$ cat config.mk
export PLATFORM = sky130hd
export DESIGN_NAME = bk_add_io_stage
export DESIGN_NICKNAME = d
export VERILOG_FILES = /design/src/rtl/bk_add_io_stage.sv
export SDC_FILE = /design/constraint.sdc
export NUM_CORES = 1
export LEC_CHECK = 0
export CORE_AREA = 2 2 83 85
export CTS_BUF_LIST = sky130_fd_sc_hd__clkbuf_16
export DETAILED_ROUTE_END_ITERATION = 16
export DIE_AREA = 0 0 85 87
export PLACE_DENSITY = 0.66
export SYNTH_ARGS = -nofsm -noshare
export SYNTH_HDL_FRONTEND = slang
export SYNTH_SLANG_ARGS = --single-unit
$ cat constraint.sdc
create_clock -name clk -period 4.1 [get_ports clk]
set_input_delay 0.82 -clock clk [delete_from_list [all_inputs] [get_ports clk]]
set_output_delay 0.82 -clock clk [all_outputs]
set_load 0.02 [all_outputs]
$ cat src/rtl/bk_add_io_stage.sv
// bk_add_io_stage
//   Sequential wrapper around the 12-bit combinational Brent-Kung adder.
//   An operand pair accepted over in_valid/in_ready is registered and driven
//   interleaved onto the adder input bus. The bus is held for SETTLE_CYC
//   cycles, then the adder result is pushed into a first-word-fall-through
//   FIFO that is drained over out_valid/out_ready.
//
//   Optional feature macro: BK_SELF_CHECK_EN
//     defined   -> each pushed result is compared with A+B taken from the
//                  operand register; a mismatch sets the sticky chk_err port.
//     undefined -> no comparator and no chk_err port; timing is identical.
//
// Ports
//   clk, rst   clock (rising edge), synchronous active-high reset
//   in_valid   operand pair valid        in_ready   stage accepts pair
//   in_a/in_b  operands (W bits)
//   add_bus_o  to adder INPUTS, [2i]=A[i], [2i+1]=B[i]  (registered)
//   add_res_i  from adder OUTS, [W-1:0]=sum, [W]=carry out
//   out_valid  FIFO head valid           out_ready  downstream takes head
//   out_sum    FIFO head result (W+1 bits)
//   chk_err    sticky self-check error (BK_SELF_CHECK_EN only)
//
// state  | meaning
// IDLE   | no operand held, ready for a new pair
// SETTLE | operands on the bus, waiting for the adder to settle
// COMMIT | result valid on add_res_i, waiting for FIFO space to push

module bk_add_io_stage #(
   parameter int W          = 12,
   parameter int SETTLE_CYC = 1,
   parameter int FIFO_DEPTH = 2
) (
   input  logic           clk,
   input  logic           rst,
   input  logic           in_valid,
   output logic           in_ready,
   input  logic [W-1:0]   in_a,
   input  logic [W-1:0]   in_b,
   output logic [2*W-1:0] add_bus_o,
   input  logic [W:0]     add_res_i,
   output logic           out_valid,
   input  logic           out_ready,
   output logic [W:0]     out_sum
`ifdef BK_SELF_CHECK_EN
  ,output logic           chk_err
`endif
);

   localparam int             AW       = $clog2(FIFO_DEPTH);
   localparam logic [AW:0]    FULL_CNT = FIFO_DEPTH[AW:0];
   localparam logic [3:0]     CNT_LOAD = 4'(SETTLE_CYC - 1);

   typedef enum logic [1:0] {ST_IDLE, ST_SETTLE, ST_COMMIT} state_t;

   state_t          state_q, state_d;
   logic [3:0]      cnt_q, cnt_d;
   logic [2*W-1:0]  op_bus_q, op_bus_d;
   logic [W:0]      fifo_mem [FIFO_DEPTH];
   logic [AW-1:0]   wr_ptr, rd_ptr;
   logic [AW:0]     fifo_cnt;
   logic            fifo_full, pop, can_push, push, accept;

   assign fifo_full = (fifo_cnt == FULL_CNT);
   assign out_valid = (fifo_cnt != '0);
   assign out_sum   = fifo_mem[rd_ptr];
   assign pop       = out_valid & out_ready;
   // A pop in the same cycle frees the slot the push needs.
   assign can_push  = !fifo_full | pop;
   assign accept    = in_valid & in_ready;
   assign add_bus_o = op_bus_q;

   always_comb begin
      op_bus_d = '0;
      for (int i = 0; i < W; i++) begin
         op_bus_d[2*i]   = in_a[i];
         op_bus_d[2*i+1] = in_b[i];
      end
   end

   always_comb begin
      state_d  = state_q;
      cnt_d    = cnt_q;
      in_ready = 1'b0;
      push     = 1'b0;
      case (state_q)
         ST_IDLE: begin
            in_ready = 1'b1;
         end
         ST_SETTLE: begin
            cnt_d = cnt_q - 4'd1;
            if (cnt_d == 4'd0) state_d = ST_COMMIT;
         end
         ST_COMMIT: begin
            in_ready = can_push;
            if (can_push) begin
               push    = 1'b1;
               state_d = ST_IDLE;
            end
         end
         default: state_d = ST_IDLE;
      endcase
      if (rst) in_ready = 1'b0;
      // A new pair overrides the IDLE return, giving back-to-back operation.
      if (accept) begin
         cnt_d   = CNT_LOAD;
         state_d = (CNT_LOAD == 4'd0) ? ST_COMMIT : ST_SETTLE;
      end
   end

   always_ff @(posedge clk) begin
      if (rst) begin
         state_q  <= ST_IDLE;
         cnt_q    <= '0;
         op_bus_q <= '0;
         wr_ptr   <= '0;
         rd_ptr   <= '0;
         fifo_cnt <= '0;
         for (int i = 0; i < FIFO_DEPTH; i++) fifo_mem[i] <= '0;
      end else begin
         state_q <= state_d;
         cnt_q   <= cnt_d;
         if (accept) op_bus_q <= op_bus_d;
         if (push) begin
            fifo_mem[wr_ptr] <= add_res_i;
            wr_ptr           <= wr_ptr + AW'(1);
         end
         if (pop) rd_ptr <= rd_ptr + AW'(1);
         case ({push, pop})
            2'b10:   fifo_cnt <= fifo_cnt + (AW+1)'(1);
            2'b01:   fifo_cnt <= fifo_cnt - (AW+1)'(1);
            default: fifo_cnt <= fifo_cnt;
         endcase
      end
   end

`ifdef BK_SELF_CHECK_EN
   logic [W-1:0] op_a, op_b;
   logic [W:0]   ref_sum;

   always_comb begin
      op_a = '0;
      op_b = '0;
      for (int i = 0; i < W; i++) begin
         op_a[i] = op_bus_q[2*i];
         op_b[i] = op_bus_q[2*i+1];
      end
      ref_sum = {1'b0, op_a} + {1'b0, op_b};
   end

   always_ff @(posedge clk) begin
      if (rst)                                 chk_err <= 1'b0;
      else if (push && (add_res_i != ref_sum)) chk_err <= 1'b1;
   end
`endif

endmodule

==> results.md <==
- Based on the critical path, the design can be clocked at up to between 0.3 and 0.4 GHz.
- The clock network fraction of total power is approximately 27%.
- The worst setup path is launched from an input port.
- The largest total area in the synthesized netlist belongs to edfxtp_1.
- The mean instance size in the synthesized netlist is between 10 and 15 um2.
- Along the worst path, the maximum fanout reaches 3.
- The synthesis-to-layout area growth is 41.8%.
- In the post-synthesis netlist, the cell with the most instances is mux2_2.
- For this design the ratio of total power to cell area is roughly 440 mW/mm2.
- The starting utilization of the core area is a little over a third.
- The total number of clock tree sinks is 56.
- The leakage component of the power is ~1.2 nW.
- The number of routed nets with antenna violations is 0.
- For the worst-skew pair, the clock arrives at the later sink with an insertion delay of 0.29 ns.
- Yosys attributes the largest share of cell area to edfxtp_1, dfxtp_1, mux2_2, nor2b_1, nor2_1.
- The placed cell count is 342.
- At the worst endpoint, the arrival time is about 2.3 ns.
- The floorplan step set the die width to approximately 85 um.
- Setup violations remaining at the end of the flow were counted as 0.
- The run finished with clean final reports.
- The switching share of total power is 26.4%.
- The flip-flop and latch count after synthesis is 56.
- The number of flops mapped to enable cells by yosys is 26.
- In the synthesized netlist the dominant register cell turns out to be dfxtp_1.
- At the pin with the least slew margin, the transition time is between 0.6 and 0.7 ns.
- The setup total negative slack is 0 ns.
- The filler cells instantiated in the layout total 561.
- Once the clock tree was built, the resizer swapped 0 gates to a different size.
- The total internal power is 1.08 mW.
- Of all flip-flops after synthesis, the portion carrying an async set or reset was 0%.
- The number of global-route vias before repair is ~1,600.
- The total number of nets in the final design is 311.
- For this run, the register share of the synthesized area comes to about three fifths.
- The maximum root-to-sink buffer count is 2.
- Traced cell by cell, the critical path runs through clkdlybuf4s50_1, and4bb_4, nor2_1, clkdlybuf4s50_1.
- The worst-case setup slack after placement is roughly 0.96 ns.
- The core region is between 0.006 and 0.007 mm2.
- For this run, the slowest stage of the critical path takes 0.60 ns.
- Setup repair after global routing left no endpoint under its margin.
- The placed instances occupy a cell area of roughly 0.0032 mm2.
- The first-pass GRT wire length is 7400 um.
- The critical path class is in2out.
- In this run the power spent charging and discharging nets is slightly below 0.4 mW.
- The commonest cells after synthesis are mux2_2, nor2_1, dfxtp_1, edfxtp_1, nor2b_1.
- The count of unresolved DRC violations after routing is 0.
- The height of the die is 87 um.
- The max-cap check violation count is 0.
- For this block, the routed nets add up to roughly 4600 um of wire.
- The repair_antennas step left the layout with diodes totalling 0.
- The count of endpoints failing hold in the final timing report came to 0.
- In the final layout, the multi-input gates occupy slightly above 900 um2.
- The wire-length estimate of the detail-placed layout is between 3000 and 4000 um.
- Clock skew on the completed layout was measured at 0.00784 ns.
- The detailed-routing iteration count for the pre-antenna-repair pass is 4.
- The number of clock buffers added by TritonCTS is 5.
- The floorplan has 30 rows.
- The synthesized instance count is 191.
- The cell at the slowest stage of the critical path is clkdlybuf4s50_1.
- The number of warnings issued by yosys is 0.
- The H-tree depth reported by CTS is 2.
- The final non-filler cell total is 350.
- The most numerous cell type found on the critical path is clkdlybuf4s50_1.
- The share of total power dissipated in combinational logic is 26.5%.
- The max-slew violation count was 0.
- The number of setup buffers added after CTS is 0.
- In the post-route analysis, the smallest setup slack over all paths is just over 1 ns.
- The total overflow left after global routing is 0.
- The number of antenna violations at the first check in global routing is 0.
- The average routed wire per standard cell is roughly 13 um.
- The count of buffers inserted at the top-level ports is between 70 and 80.
- Summing over every cut layer, the via total after detailed routing is roughly 1,600.
- After synthesis the cells add up to 0.00236 mm2.
- The worst path needs approximately 3 ns of the cycle, external delays included.
- Clock-pin slew was measured on the worst setup and hold paths at roughly 0.07 ns.
- For this block, the initial DRC count from the detailed router was 105.
- The kind of end point of the critical path is an output pin.
- The die area is between 0.007 and 0.008 mm2.
- The ratio of final minimum period to clock period is roughly three quarters.
- Data on the critical path is required at its endpoint by around 3.3 ns.
- The quantity of hold-fixing buffers added after cts is 0.
- The share of synthesized area in the top cell type comes to 33.1%.
- In the routed layout, each cell is associated on average with a via count of 4.55.
- The net count after synthesis is approximately 230.
- The count of cell types in the netlist is 26.
- Global routing used 12.8% of the available tracks.
- Cells with a size suffix above 1 make up 18.5% of the layout.
- The final standard cell area without fillers is ~0.0034 mm2.
- The worst-case IR drop observed on VDD is 190 uV.
- The relative slew slack is a little under three fifths.
- The congestion estimate from routability-driven global placement came to 0.711.
- 80 I/O pins were placed.
- Of the total power, registers draw between 40% and 50%.
- The pin count of the biggest net entering global routing is 47.
- The tree is rooted in a clkbuf_16.
- TritonCTS built the clock tree.
- The tightest min-delay check is of the reg2reg type.
- The area taken by flip-flops and latches is ~0.0014 mm2.
critical path, delay by kind of cell:
| kind | cells | cell delay (ns) |
|---|---|---|
| and+or+nand+nor | 2 | 0.34 |
| buffers and inverters | 2 | 1.09 |
power groups by stage:
stage                     Combinational [mW]  Sequential, mW  Clock, mW
after CTS                              0.396           0.683      0.414
after detailed placement               0.393           0.695          0
final                                  0.390           0.682      0.398
after global placement                 0.391           0.693          0
after floorplan                        0.216           0.698          0
after global routing                   0.420           0.690      0.441
flip-flops by register name, indices dropped and copies added (netlist names), named ones only:
signal     flops
wr_ptr         1
state_q        1
add_bus_o     24
rd_ptr         1
fifo_cnt       2
fifo_mem      26
path summary, 6_finish.rpt:
check	startpoint	to	slack, ns	cells past startpoint
worst max register to register	fifo_cnt[1]	fifo_mem[0][11]	1.84	3
worst min-delay path	rd_ptr	register	0.52	2
worst max-delay path	out_ready	in_ready	1.02	4
worst min register to register	rd_ptr	register	0.52	2
stage by stage:
step | power [mW] | hold slack, ns | util (%)
after floorplan | 0.913 | 0.481 | -
after detailed placement | 1.09 | 0.501 | 48.9
final | 1.47 | 0.519 | 51.0
after global placement | 1.08 | 0.497 | 48.9
after CTS | 1.49 | 0.523 | 51.0
after global routing | 1.55 | 0.539 | 51.0
area by class of cell:
class                   count  area share, %
clock inverters             3          0.411
multi-input cells         125           27.6
flip-flops and latches     56           41.2
repair buffers             81           24.0
clock buffers               5           3.73
well taps                  80           2.99
layout by cell type (no fill, tap or decap):
cell type | Yosys | final
a21bo_2 | 1 | 1
a21oi_1 | 2 | 2
and4bb_4 | 1 | 1
buf_4 | 0 | 2
clkbuf_16 | 0 | 5
clkdlybuf4s50_1 | 0 | 79
clkinv_1 | 0 | 1
clkinvlp_2 | 0 | 2
dfxtp_1 | 30 | 30
edfxtp_1 | 26 | 26
ha_1 | 1 | 1
mux2_1 | 1 | 1
mux2_2 | 36 | 36
nand2_1 | 1 | 1
nand2b_1 | 15 | 15
nand3_1 | 1 | 1
nand3b_1 | 1 | 1
nor2_1 | 32 | 32
nor2b_1 | 24 | 24
nor3b_4 | 1 | 1
o21a_1 | 1 | 1
o21ai_0 | 1 | 1
or2_2 | 1 | 1
or3_1 | 1 | 1
or3b_2 | 1 | 1
xnor2_1 | 2 | 2
xor2_1 | 1 | 1
kinds of logic (layout without fill, tap and decap cells):
| kind of cell | after synthesis | count (layout) | share of synthesized area, % |
|---|---|---|---|
| mux | 37 | 37 | 17.6 |
| fa+ha+maj | 1 | 1 | 0.530 |
| buf+inv | 10 | 89 | 2.38 |
| simple gates | 79 | 79 | 18.5 |
| compound gates | 5 | 5 | 1.38 |
| flops | 56 | 56 | 58.5 |
| xor+xnor | 3 | 3 | 1.11 |
routing by layer:
| layer | share of wire [%] | global-route usage [%] |
|---|---|---|
| met1 | 43 | 16.5 |
| met4 | 1.1 | 3.46 |
| met3 | 10 | 5.88 |
| met2 | 45 | 19.7 |
| met5 | 0 | 0 |
Power figures use the tool's default switching activity.
